File: src/rtl/didactic_status_ctrl.sv
// End-of-computation status block: exit code, run-cycle counter,
// watchdog and scratch register on an APB3 slave port.
module didactic_status_ctrl #(
    parameter int unsigned ADDR_WIDTH  = 12,
    parameter logic [31:0] WDT_DEFAULT = 32'h0000_0000,
    parameter logic [30:0] WDT_CODE    = 31'h0000_DEAD
) (
    input  logic                  clk_in,
    input  logic                  reset,
    input  logic                  PSEL,
    input  logic                  PENABLE,
    input  logic                  PWRITE,
    input  logic [ADDR_WIDTH-1:0] PADDR,
    input  logic [31:0]           PWDATA,
    output logic [31:0]           PRDATA,
    output logic                  PREADY,
    output logic                  PSLVERR,
    input  logic                  count_en_i,
    output logic                  eoc_o,
    output logic                  eoc_pulse_o,
    output logic                  exit_fail_o
);

    localparam logic [7:0] OFF_STATUS  = 8'hA0;
    localparam logic [7:0] OFF_CYCLES  = 8'hA4;
    localparam logic [7:0] OFF_WDT     = 8'hA8;
    localparam logic [7:0] OFF_SCRATCH = 8'hAC;

    logic [31:0] status_q, status_d;
    logic [31:0] cycles_q, cycles_d;
    logic [31:0] wdt_q, wdt_d;
    logic [31:0] scratch_q, scratch_d;
    logic        pulse_q, pulse_d;

    logic [7:0]  offs;
    logic        sel_status, sel_cycles;
    logic        sel_wdt, sel_scratch;
    logic        setup, access, wr_access;
    logic        eoc, expire, commit;
    logic [31:0] rd_data;
    logic        rd_err;

    // Upper address bits are not decoded.
    logic        unused_addr;
    assign unused_addr = ^PADDR[ADDR_WIDTH-1:8];

    assign offs        = PADDR[7:0];
    assign sel_status  = (offs == OFF_STATUS);
    assign sel_cycles  = (offs == OFF_CYCLES);
    assign sel_wdt     = (offs == OFF_WDT);
    assign sel_scratch = (offs == OFF_SCRATCH);

    assign setup     = PSEL & ~PENABLE;
    assign access    = PSEL & PENABLE;
    assign wr_access = access & PWRITE;

    assign eoc    = status_q[31];
    assign expire = (wdt_q != 32'd0) & ~eoc
                  & (cycles_q == wdt_q);
    assign commit = wr_access & sel_status & ~eoc;

    // Read mux and error decode, captured at the setup edge.
    // A STATUS write is refused if EOC is set or about to be
    // set by the watchdog on the same edge.
    always_comb begin
        rd_data = 32'd0;
        rd_err  = 1'b0;
        unique case (1'b1)
            sel_status: begin
                rd_data = status_q;
                rd_err  = PWRITE & (eoc | expire);
            end
            sel_cycles: begin
                rd_data = cycles_q;
                rd_err  = PWRITE;
            end
            sel_wdt: begin
                rd_data = wdt_q;
            end
            sel_scratch: begin
                rd_data = scratch_q;
            end
            default: begin
                rd_err = 1'b1;
            end
        endcase
        if (PWRITE) begin
            rd_data = 32'd0;
        end
    end

    // Next state of STATUS: software commit beats watchdog.
    always_comb begin
        status_d = status_q;
        if (commit) begin
            status_d = {1'b1, PWDATA[30:0]};
        end else if (expire) begin
            status_d = {1'b1, WDT_CODE};
        end
    end

    // Saturating run counter, frozen once EOC is reached or
    // being reached on this edge.
    always_comb begin
        cycles_d = cycles_q;
        if (count_en_i && !eoc && !commit &&
            !expire && (cycles_q != '1)) begin
            cycles_d = cycles_q + 32'd1;
        end
    end

    // Plain RW registers written at the access-phase edge.
    always_comb begin
        wdt_d     = wdt_q;
        scratch_d = scratch_q;
        if (wr_access && sel_wdt) begin
            wdt_d = PWDATA;
        end
        if (wr_access && sel_scratch) begin
            scratch_d = PWDATA;
        end
    end

    // One-cycle pulse on the 0->1 transition of EOC.
    always_comb begin
        pulse_d = ~eoc & status_d[31];
    end

    // State registers.
    always_ff @(posedge clk_in or negedge reset) begin
        if (!reset) begin
            status_q  <= 32'd0;
            cycles_q  <= 32'd0;
            wdt_q     <= WDT_DEFAULT;
            scratch_q <= 32'd0;
            pulse_q   <= 1'b0;
        end else begin
            status_q  <= status_d;
            cycles_q  <= cycles_d;
            wdt_q     <= wdt_d;
            scratch_q <= scratch_d;
            pulse_q   <= pulse_d;
        end
    end

    // APB response: load at setup, hold through access,
    // otherwise idle at zero.
    always_ff @(posedge clk_in or negedge reset) begin
        if (!reset) begin
            PRDATA  <= 32'd0;
            PSLVERR <= 1'b0;
        end else if (setup) begin
            PRDATA  <= rd_data;
            PSLVERR <= rd_err;
        end else if (!access) begin
            PRDATA  <= 32'd0;
            PSLVERR <= 1'b0;
        end
    end

    assign PREADY      = 1'b1;
    assign eoc_o       = eoc;
    assign eoc_pulse_o = pulse_q;
    assign exit_fail_o = eoc & (|status_q[30:0]);

endmodule

File: config.mk
export PLATFORM = sky130hd
export DESIGN_NAME = didactic_status_ctrl
export DESIGN_NICKNAME = d
export VERILOG_FILES = /design/src/rtl/didactic_status_ctrl.sv
export SDC_FILE = /design/constraint.sdc
export NUM_CORES = 1
export LEC_CHECK = 0
export BUFFER_PORTS_ARGS = -buffer_cell sky130_fd_sc_hd__buf_2
export CAP_MARGIN = 20
export CELL_PAD_IN_SITES_DETAIL_PLACEMENT = 1
export CELL_PAD_IN_SITES_GLOBAL_PLACEMENT = 2
export CORE_ASPECT_RATIO = 1.25
export CORE_MARGIN = 3
export CORE_UTILIZATION = 34
export CTS_CLUSTER_SIZE = 24
export DETAILED_ROUTE_END_ITERATION = 8
export PLACE_DENSITY_LB_ADDON = 0.1
export SLEW_MARGIN = 10
export SYNTH_ARGS = -nofsm -noshare
export SYNTH_HDL_FRONTEND = slang
export SYNTH_SLANG_ARGS = --single-unit
File: constraint.sdc
create_clock -name clk_in -period 2.1 [get_ports clk_in]
set_input_delay 0.21 -clock clk_in [delete_from_list [all_inputs] [get_ports clk_in]]
set_output_delay 0.21 -clock clk_in [all_outputs]
set_load 0.02 [all_outputs]
==> flow_results.xml, run 1 <==
<?xml version="1.0" encoding="UTF-8"?>
<metrics>
  <group name="status">
    <metric name="outcome" unit="">finished with violations</metric>
    <metric name="violated_checks" unit="">negative setup slack</metric>
  </group>
  <group name="sta">
    <metric name="final_period_minus_worst_setup_slack" unit="ps">2300</metric>
    <metric name="worst-slew-pin-transition" unit="ps">521</metric>
    <metric name="clock-skew-final" unit="ps">15.1</metric>
    <metric name="layout_worst_path_cycle_share" unit="%">109</metric>
    <metric name="slew_violations" unit="">0</metric>
    <metric name="worst_slack" unit="ps">-196</metric>
    <metric name="max_clock_freq" unit="GHz">0.435</metric>
    <metric name="timing.final.hold_violations" unit="">0</metric>
    <metric name="maxSlewHeadroom" unit="%">65.3</metric>
    <metric name="total_setup_violations_reported_at_the_end_of_the_flow" unit="">65</metric>
    <metric name="grt_setup_unrepaired" unit="">yes</metric>
  </group>
  <group name="worst_setup_path">
    <metric name="timing.setup.critical_path_class" unit="">reg2reg</metric>
    <metric name="reg2reg_slack" unit="ps">-200</metric>
    <metric name="required" unit="ps">2450</metric>
    <metric name="timing.reg2reg.worst_path_depth" unit="">10</metric>
    <metric name="path_delay_family" unit="">simple AND/OR/NAND/NOR gates</metric>
    <metric name="series_of_cell_instances_along_the_critical_path" unit="">buf_6, nor4_4, buf_4, nand4_1, nor2_2, nor4_4, buf_6, buf_8, nor4_2, xor2_1</metric>
    <metric name="setup.worst_path.start_class" unit="">register</metric>
    <metric name="worst-endpoint-arrival" unit="ps">2650</metric>
    <metric name="critical_path_cell_count" unit="">10</metric>
    <metric name="critPathMaxStageDelay" unit="ps">390</metric>
    <metric name="cp_capture_type" unit="">register</metric>
    <metric name="crit_fanout" unit="">13</metric>
    <metric name="worst_path_max_delay_cell" unit="">sky130_fd_sc_hd__dfrtp_1</metric>
    <metric name="path_buf_inv" unit="">4</metric>
  </group>
  <group name="placement">
    <metric name="place_area" unit="µm²">9460</metric>
    <metric name="detailedPlacementHpwl" unit="µm">20500</metric>
    <metric name="placement.io_buffers" unit="">81</metric>
    <metric name="routability_congestion_estimate_from_global_placement" unit="">0.861</metric>
  </group>
  <group name="detailed_routing">
    <metric name="initialDrtViolationCount" unit="">303</metric>
    <metric name="drt-total-wl" unit="µm">30100</metric>
    <metric name="post_drt_wl_per_cell" unit="µm">23.6</metric>
    <metric name="via_count" unit="">6952</metric>
    <metric name="antenna_left" unit="">0</metric>
    <metric name="number_of_design_rule_violations_left_after_detail_routing" unit="">0</metric>
    <metric name="drt_pre_antenna_iters" unit="">4</metric>
    <metric name="routed_via_density" unit="">5.44</metric>
  </group>
  <group name="synth">
    <metric name="yosys.cell_types.count" unit="">43</metric>
    <metric name="netlist_area" unit="µm²">8060</metric>
    <metric name="synth_flop_cell" unit="">sky130_fd_sc_hd__dfrtp_1</metric>
    <metric name="synthesis.nets" unit="">835</metric>
    <metric name="top_cell_type_s_share_of_synthesized_area" unit="%">50.3</metric>
    <metric name="synth-seq-area-share" unit="%">50.3</metric>
    <metric name="avg_synthesized_cell_area" unit="µm²">10.3</metric>
    <metric name="synth_cells" unit="">784</metric>
    <metric name="synth-edff-count" unit="">0</metric>
    <metric name="synth_seq_cells" unit="">162</metric>
    <metric name="postSynth.asyncResetShare" unit="%">100</metric>
    <metric name="synth.top_cells.by_area" unit="">sky130_fd_sc_hd__dfrtp_1, sky130_fd_sc_hd__mux2_2, sky130_fd_sc_hd__xor2_1</metric>
    <metric name="yosys.area.top_type" unit="">sky130_fd_sc_hd__dfrtp_1</metric>
    <metric name="yosys_warnings" unit="">0</metric>
  </group>
  <group name="final_layout">
    <metric name="final_util" unit="%">49.1</metric>
    <metric name="nets" unit="">1028</metric>
    <metric name="synth_to_final_area_change" unit="%">40.9</metric>
    <metric name="final_area" unit="µm²">11400</metric>
    <metric name="ratio_of_cells_with_drive_above_1_in_the_final_layout" unit="%">43.4</metric>
    <metric name="num-fill-cells" unit="">2479</metric>
    <metric name="n_antenna_cell" unit="">0</metric>
  </group>
  <group name="global_route">
    <metric name="antenna_found_initial" unit="">0</metric>
    <metric name="grt_pass1_vias" unit="">7511</metric>
    <metric name="grt_pass1_wl" unit="µm">44500</metric>
    <metric name="global_route.overflow_total" unit="">0</metric>
    <metric name="grt_util_all_layers" unit="%">23.0</metric>
    <metric name="grt_start_max_net_pins" unit="">56</metric>
  </group>
  <group name="pwr">
    <metric name="p_leak" unit="nW">5.47</metric>
    <metric name="maximum_ir_drop_on_the_vdd_rail" unit="V">0.000550</metric>
    <metric name="power.density_cell_area" unit="nW/µm²">663</metric>
  </group>
  <group name="clocking">
    <metric name="cts.path.max_buffers" unit="">2</metric>
    <metric name="worst_skew_pair.late_latency" unit="ps">430</metric>
    <metric name="clock-sinks" unit="">162</metric>
    <metric name="buffer_type_at_the_clock_tree_root" unit="">sky130_fd_sc_hd__clkbuf_16</metric>
    <metric name="clk_pin_slew" unit="ps">70</metric>
    <metric name="htree_levels" unit="">4</metric>
    <metric name="cts_tree" unit="">built</metric>
    <metric name="cts_inserted_buffers" unit="">17</metric>
  </group>
  <group name="die">
    <metric name="fp.dieH" unit="µm">178</metric>
    <metric name="placementRows" unit="">62</metric>
    <metric name="core_area" unit="µm²">23100</metric>
    <metric name="io_pins" unit="">87</metric>
    <metric name="die_x" unit="µm">144</metric>
    <metric name="initial_core_util" unit="%">34.9</metric>
    <metric name="die_area" unit="µm²">25600</metric>
  </group>
  <group name="flow_run">
    <metric name="maxCapViolCount" unit="">0</metric>
  </group>
  <group name="min_path">
    <metric name="min-delay-path-class" unit="">in2reg</metric>
    <metric name="holdPathStages" unit="">3</metric>
  </group>
</metrics>
[registers in the layout, summed over array words and instances (netlist names)]
name / cells
wdt_q: 32
scratch_q: 32
eoc_pulse_o: 1
status_q: 32
PRDATA: 32
PSLVERR: 1
cycles_q: 32
[worst reg2reg max path: cells and delay by family, from the launching register on]
family	cells	cell delay, ps
AND/OR/NAND/NOR	5	1030
buffers and inverters	4	620
flip-flops	1	390
XOR/XNOR	1	190
[where the power goes]
group          switching (mW)  leakage [nW]  internal, mW
clock network            1.39         0.262          1.66
logic                   0.566          2.99         0.536
registers               0.162          2.21          3.22
[cells in the final DEF, fill, tap and decap left out, types with 12 or more instances in the layout]
cell / n
sky130_fd_sc_hd__nand3_1: 13
sky130_fd_sc_hd__dfrtp_2: 16
sky130_fd_sc_hd__buf_12: 13
sky130_fd_sc_hd__nor4_4: 20
sky130_fd_sc_hd__nor3_4: 12
sky130_fd_sc_hd__buf_6: 17
sky130_fd_sc_hd__a22oi_1: 30
sky130_fd_sc_hd__mux2_2: 63
sky130_fd_sc_hd__clkbuf_16: 22
sky130_fd_sc_hd__nand2_1: 116
sky130_fd_sc_hd__o21ai_0: 64
sky130_fd_sc_hd__mux2i_1: 30
sky130_fd_sc_hd__nor2_1: 28
sky130_fd_sc_hd__nor4_1: 18
sky130_fd_sc_hd__dfrtp_1: 146
sky130_fd_sc_hd__buf_4: 113
sky130_fd_sc_hd__buf_2: 79
sky130_fd_sc_hd__nor3_2: 12
sky130_fd_sc_hd__nand4_1: 13
sky130_fd_sc_hd__xor2_1: 53
[layout make-up]
cell class | count | area, µm² | area share (%)
clock inverter | 13 | 129 | 1.14
clock buffer | 19 | 433 | 3.81
sequential | 162 | 4070 | 35.9
tap | 288 | 360 | 3.17
inverter | 6 | 22.5 | 0.198
multi-input combinational | 558 | 4430 | 39.0
timing repair buffer | 232 | 1900 | 16.8
[cells by family (layout without fill, tap and decap cells)]
| logic type | count (synthesis) | in the layout | share of synthesized area, % |
|---|---|---|---|
| xor+xnor | 61 | 61 | 6.63 |
| simple gates | 278 | 278 | 17.1 |
| compound gates | 120 | 120 | 8.65 |
| other cells | 1 | 1 | 0.0465 |
| flops | 162 | 162 | 50.3 |
| mux | 97 | 97 | 13.4 |
| fa+ha+maj | 1 | 1 | 0.155 |
| buf+inv | 64 | 270 | 3.74 |
[path summary, 6_finish.rpt]
path,from,endpoint
worst max-delay path,wdt_q[11]$_DFFE_PN0P_,cycles_q[28]$_DFFE_PN0P_
worst min-delay path,PWDATA[8],status_q[8]$_DFFE_PN0P_
worst max register to register,wdt_q[11]$_DFFE_PN0P_,cycles_q[28]$_DFFE_PN0P_
worst min register to register,PRDATA[11]$_DFFE_PN0P_,PRDATA[11]$_DFFE_PN0P_
max in group asynchronous,reset,status_q[15]$_DFFE_PN0P_
min in group asynchronous,reset,PRDATA[28]$_DFFE_PN0P_
[repair_timing]
item,in CTS,in global routing
gates resized for setup,62,123
endpoints found under the setup margin,66,67
endpoints found under the hold margin,44,0
pin swaps,10,51
hold buffers,1,0
setup buffers,12,25
cloned,2,5
[Yosys cell counts (2+ instances only)]
library cell and instances:
sky130_fd_sc_hd__nand2_1 117, sky130_fd_sc_hd__mux4_2 2, sky130_fd_sc_hd__a22oi_1 30, sky130_fd_sc_hd__clkbuf_1 32, sky130_fd_sc_hd__nor3_1 29, sky130_fd_sc_hd__buf_1 5
sky130_fd_sc_hd__nand3_1 13, sky130_fd_sc_hd__xnor2_1 2, sky130_fd_sc_hd__mux2_1 2, sky130_fd_sc_hd__o21ai_0 78, sky130_fd_sc_hd__buf_6 4, sky130_fd_sc_hd__nor2_1 30
sky130_fd_sc_hd__or4_1 2, sky130_fd_sc_hd__mux2i_1 30, sky130_fd_sc_hd__or3_1 3, sky130_fd_sc_hd__buf_2 13, sky130_fd_sc_hd__nor4_4 2, sky130_fd_sc_hd__and3_1 5
sky130_fd_sc_hd__xor2_1 59, sky130_fd_sc_hd__nor2b_1 6, sky130_fd_sc_hd__nor3b_1 4, sky130_fd_sc_hd__nor4_1 43, sky130_fd_sc_hd__dfrtp_1 162, sky130_fd_sc_hd__o21ai_1 7
sky130_fd_sc_hd__inv_1 5, sky130_fd_sc_hd__buf_4 4, sky130_fd_sc_hd__mux2_2 63, sky130_fd_sc_hd__nand4_1 13, sky130_fd_sc_hd__o31ai_1 2, sky130_fd_sc_hd__and4_1 4
[per-layer routing]
layer  track usage, %  vias up  routed length, µm
li1                 -     3158                  -
met1             28.2     3621              12400
met2             41.5      137              16200
met3             3.78       36                917
met4             6.55        0                667
met5                0        -                  0
[through the flow]
step / instances / power (mW) / hold WS [ps] / setup slack [ps] / TNS (ps)
after floorplan: 784 / 3.77 / -85.6 / 1.85 / 0
after global placement: 1204 / 4.22 / 192 / -296 / -9140
after detailed placement: 1204 / 4.25 / 208 / -320 / -10660
after CTS: 1250 / 7.42 / 22.4 / -85.0 / -1560
after global routing: 1278 / 7.84 / 9.34 / -361 / -12440
final: 1278 / 7.53 / 20.9 / -196 / -6260
Note: power is estimated with default switching activity, not from simulation.
==> inputs of run 2 (changes only) <==
Settings changed: ABC_AREA set to 1, CORE_UTILIZATION 34 to 31.
==> run 2 against run 1 <==
Net effect: the flow now finishes without violations; flip-flop and latch count stayed put; sequential share of layout area is 2.7 points higher; sequential power is 6.5% lower; power is 11% lower; critical path depth is 4 lower; design area is 7.4% lower; worst setup slack better by 260 ps; first-iteration DRC count is 25% higher; critical path type is now reg2out; largest power group is now clock.
==> flow_results.xml, run 2 <==
<?xml version="1.0" encoding="UTF-8"?>
<metrics>
  <group name="status">
    <metric name="outcome" unit="">completed</metric>
  </group>
  <group name="final_layout">
    <metric name="final_util" unit="%">38.9</metric>
    <metric name="layout.area.seq" unit="µm²">4060</metric>
    <metric name="nets" unit="">1320</metric>
    <metric name="num-fill-cells" unit="">3354</metric>
    <metric name="ratio_of_cells_with_drive_above_1_in_the_final_layout" unit="%">16.1</metric>
    <metric name="layout.cells.most_common" unit="">sky130_fd_sc_hd__nand2_1</metric>
    <metric name="synth_to_final_area_change" unit="%">22.6</metric>
    <metric name="n_antenna_cell" unit="">0</metric>
    <metric name="multi_input_comb_area" unit="µm²">3750</metric>
    <metric name="mostFrequentLayoutCells" unit="">sky130_fd_sc_hd__nand2_1, sky130_fd_sc_hd__inv_1, sky130_fd_sc_hd__dfrtp_1</metric>
  </group>
  <group name="clocking">
    <metric name="clk_pin_slew" unit="ps">60</metric>
    <metric name="clock-sinks" unit="">162</metric>
    <metric name="cts_inserted_buffers" unit="">17</metric>
    <metric name="worst_skew_pair.late_latency" unit="ps">440</metric>
    <metric name="cts.path.max_buffers" unit="">2</metric>
    <metric name="htree_levels" unit="">4</metric>
    <metric name="cts_tree" unit="">built</metric>
    <metric name="buffer_type_at_the_clock_tree_root" unit="">sky130_fd_sc_hd__clkbuf_16</metric>
  </group>
  <group name="placement">
    <metric name="routability_congestion_estimate_from_global_placement" unit="">0.862</metric>
    <metric name="dp_slack" unit="ps">-2.29</metric>
    <metric name="detailedPlacementHpwl" unit="µm">22600</metric>
    <metric name="placement.io_buffers" unit="">81</metric>
  </group>
  <group name="synth">
    <metric name="synthesis.nets" unit="">1204</metric>
    <metric name="post-synth-top-count-cell" unit="">sky130_fd_sc_hd__nand2_1</metric>
    <metric name="synth_flop_cell" unit="">sky130_fd_sc_hd__dfrtp_1</metric>
    <metric name="yosys.area.top_type" unit="">sky130_fd_sc_hd__dfrtp_1</metric>
    <metric name="postSynth.asyncResetShare" unit="%">100</metric>
    <metric name="synth-seq-area-share" unit="%">47.3</metric>
    <metric name="synth.top_cells.by_area" unit="">sky130_fd_sc_hd__dfrtp_1, sky130_fd_sc_hd__nand2_1, sky130_fd_sc_hd__o21ai_0</metric>
    <metric name="synth-edff-count" unit="">0</metric>
    <metric name="synth_cells" unit="">1153</metric>
    <metric name="netlist_area" unit="µm²">8570</metric>
    <metric name="yosys_warnings" unit="">0</metric>
    <metric name="yosys.cell_types.count" unit="">31</metric>
    <metric name="top_cell_type_s_share_of_synthesized_area" unit="%">47.3</metric>
    <metric name="synth.cells.most_frequent" unit="">sky130_fd_sc_hd__nand2_1, sky130_fd_sc_hd__inv_1, sky130_fd_sc_hd__dfrtp_1, sky130_fd_sc_hd__o21ai_0, sky130_fd_sc_hd__nor2_1</metric>
    <metric name="avg_synthesized_cell_area" unit="µm²">7.43</metric>
    <metric name="synth_seq_cells" unit="">162</metric>
  </group>
  <group name="sta">
    <metric name="total_setup_violations_reported_at_the_end_of_the_flow" unit="">0</metric>
    <metric name="timing.final.hold_violations" unit="">0</metric>
    <metric name="slew_violations" unit="">0</metric>
    <metric name="clock-skew-final" unit="ps">7.14</metric>
    <metric name="grt_setup_unrepaired" unit="">yes</metric>
    <metric name="maxSlewHeadroom" unit="%">64.1</metric>
    <metric name="worst_slack" unit="ps">67.2</metric>
    <metric name="max_clock_freq" unit="GHz">0.492</metric>
    <metric name="layout_worst_path_cycle_share" unit="%">96.8</metric>
    <metric name="final.setup.tns" unit="ps">0</metric>
    <metric name="final_period_minus_worst_setup_slack" unit="ps">2030</metric>
    <metric name="worst-slew-pin-transition" unit="ps">533</metric>
  </group>
  <group name="pwr">
    <metric name="p_leak" unit="nW">5.05</metric>
    <metric name="power.density_cell_area" unit="nW/µm²">635</metric>
    <metric name="maximum_ir_drop_on_the_vdd_rail" unit="V">0.000466</metric>
  </group>
  <group name="global_route">
    <metric name="grt_util_all_layers" unit="%">21.5</metric>
    <metric name="grt_pass1_vias" unit="">8403</metric>
    <metric name="grt_pass1_wl" unit="µm">48600</metric>
    <metric name="global_route.overflow_total" unit="">0</metric>
    <metric name="grt_start_max_net_pins" unit="">52</metric>
    <metric name="antenna_found_initial" unit="">0</metric>
  </group>
  <group name="worst_setup_path">
    <metric name="worst_path_max_delay_cell" unit="">sky130_fd_sc_hd__dfrtp_1</metric>
    <metric name="rr_startpoint" unit="">cycles_q[0]$_DFFE_PN0P_</metric>
    <metric name="worst-endpoint-arrival" unit="ps">1820</metric>
    <metric name="required" unit="ps">1890</metric>
    <metric name="regToRegEndpoint" unit="">cycles_q[25]$_DFFE_PN0P_</metric>
    <metric name="setup.worst_path.start_class" unit="">register</metric>
    <metric name="worst_path_most_repeated_cell" unit="">sky130_fd_sc_hd__buf_4</metric>
    <metric name="series_of_cell_instances_along_the_critical_path" unit="">inv_1, nand4_1, nor4_2, buf_4, a41oi_2, buf_4</metric>
    <metric name="crit_fanout" unit="">3</metric>
    <metric name="timing.reg2reg.worst_path_depth" unit="">9</metric>
    <metric name="cp_capture_type" unit="">primary output</metric>
    <metric name="reg2reg_slack" unit="ps">150</metric>
    <metric name="critPathMaxStageDelay" unit="ps">370</metric>
    <metric name="timing.setup.critical_path_class" unit="">reg2out</metric>
  </group>
  <group name="min_path">
    <metric name="holdPathStages" unit="">3</metric>
    <metric name="hold_path_end" unit="">status_q[7]$_DFFE_PN0P_</metric>
    <metric name="min-delay-path-class" unit="">in2reg</metric>
    <metric name="timing.hold.worst.start" unit="">PWDATA[7]</metric>
  </group>
  <group name="detailed_routing">
    <metric name="initialDrtViolationCount" unit="">378</metric>
    <metric name="routed_via_density" unit="">4.92</metric>
    <metric name="via_count" unit="">7988</metric>
    <metric name="antenna_left" unit="">0</metric>
    <metric name="drt_pre_antenna_iters" unit="">5</metric>
    <metric name="number_of_design_rule_violations_left_after_detail_routing" unit="">0</metric>
    <metric name="drt-total-wl" unit="µm">30500</metric>
    <metric name="post_drt_wl_per_cell" unit="µm">18.8</metric>
  </group>
  <group name="die">
    <metric name="initial_core_util" unit="%">31.8</metric>
    <metric name="io_pins" unit="">87</metric>
    <metric name="die_area" unit="µm²">29700</metric>
    <metric name="fp.dieH" unit="µm">192</metric>
    <metric name="core_area" unit="µm²">27000</metric>
    <metric name="placementRows" unit="">67</metric>
    <metric name="die_x" unit="µm">155</metric>
  </group>
  <group name="flow_run">
    <metric name="maxCapViolCount" unit="">0</metric>
  </group>
</metrics>
## run 2: changes by cell type after synthesis, sizes merged, moves of 13 or more
cell / previous run / this run
nand2: 117 / 349
inv: 6 / 169
o21ai: 85 / 173
mux2: 65 / 0
o22ai: 0 / 41
nor4: 45 / 8
nand3: 13 / 49
nor2: 31 / 65
xor2: 59 / 28
a22oi: 30 / 0
mux2i: 30 / 0
buf: 26 / 13
## run 2: cells by family after synthesis
logic type,after synthesis,synth area share (%)
other,1,0.0438
buffers and inverters,219,9.97
XOR/XNOR,37,3.78
AO/OA/AOI/OAI,221,13.7
flip-flops,162,47.3
adder cells (fa/ha/maj),1,0.146
AND/OR/NAND/NOR,512,25.0
## run 2: worst max-delay path, delay by kind of cell, from the launching register on
| kind | cells | cell delay [ps] |
|---|---|---|
| flip-flops | 1 | 370 |
| buffers and inverters | 3 | 460 |
| AO/OA/AOI/OAI | 1 | 100 |
| AND/OR/NAND/NOR | 2 | 450 |
## run 2: per-layer routing
metal	track usage [%]	up-vias	wire length (µm)
li1	-	3907	-
met5	0	-	0
met1	29.4	3916	14600
met4	5.44	0	449
met2	35.4	136	14400
met3	3.67	29	1120
## run 2: stage by stage
stage               hold WS, ps  area, µm²  cells  power (mW)
floorplan                 -85.6       8570   1153        3.32
global placement            210       9780   1589        3.52
detailed placement          214       9780   1589        3.52
CTS                       0.131      10400   1622        6.78
global route               14.2      10500   1625        6.95
finish                     17.2      10500   1625        6.67
## run 2: repair_timing
action,4_1_cts,5_1_grt
resized for setup,10,20
pin swaps,3,1
endpoints found under the setup margin,5,64
hold buffers,3,0
endpoints found under the hold margin,50,0
setup buffers,0,3
## run 2: how the worst max path moves through the flow
stage,slack [ps],start,end,cells after the start
2_1_floorplan,320,cycles_q[1]$_DFFE_PN0P_,cycles_q[15]$_DFFE_PN0P_,9
3_3_place_gp,50,cycles_q[1]$_DFFE_PN0P_,cycles_q[22]$_DFFE_PN0P_,9
3_5_place_dp,-2,cycles_q[1]$_DFFE_PN0P_,cycles_q[28]$_DFFE_PN0P_,10
4_1_cts,1,cycles_q[1]$_DFFE_PN0P_,cycles_q[28]$_DFFE_PN0P_,10
5_1_grt,-90,status_q[3]$_DFFE_PN0P_,exit_fail_o,6
6_report,70,status_q[6]$_DFFE_PN0P_,exit_fail_o,6
## run 2: where the power goes
part	total, mW	internal (mW)	switching [mW]
clock	3.21	1.89	1.32
sequential	3.16	3.14	0.0166
combinational	0.304	0.0957	0.209
total	6.67	5.12	1.55
## run 2: area by class of cell
type                            count  share of cell area (%)
Clock inverter                      9                    1.27
Inverter                          171                    6.11
Multi-Input combinational cell    772                    35.7
Clock buffer                       21                    4.29
Tap cell                          345                    4.11
Timing Repair Buffer              145                    9.93
Sequential cell                   162                    38.6
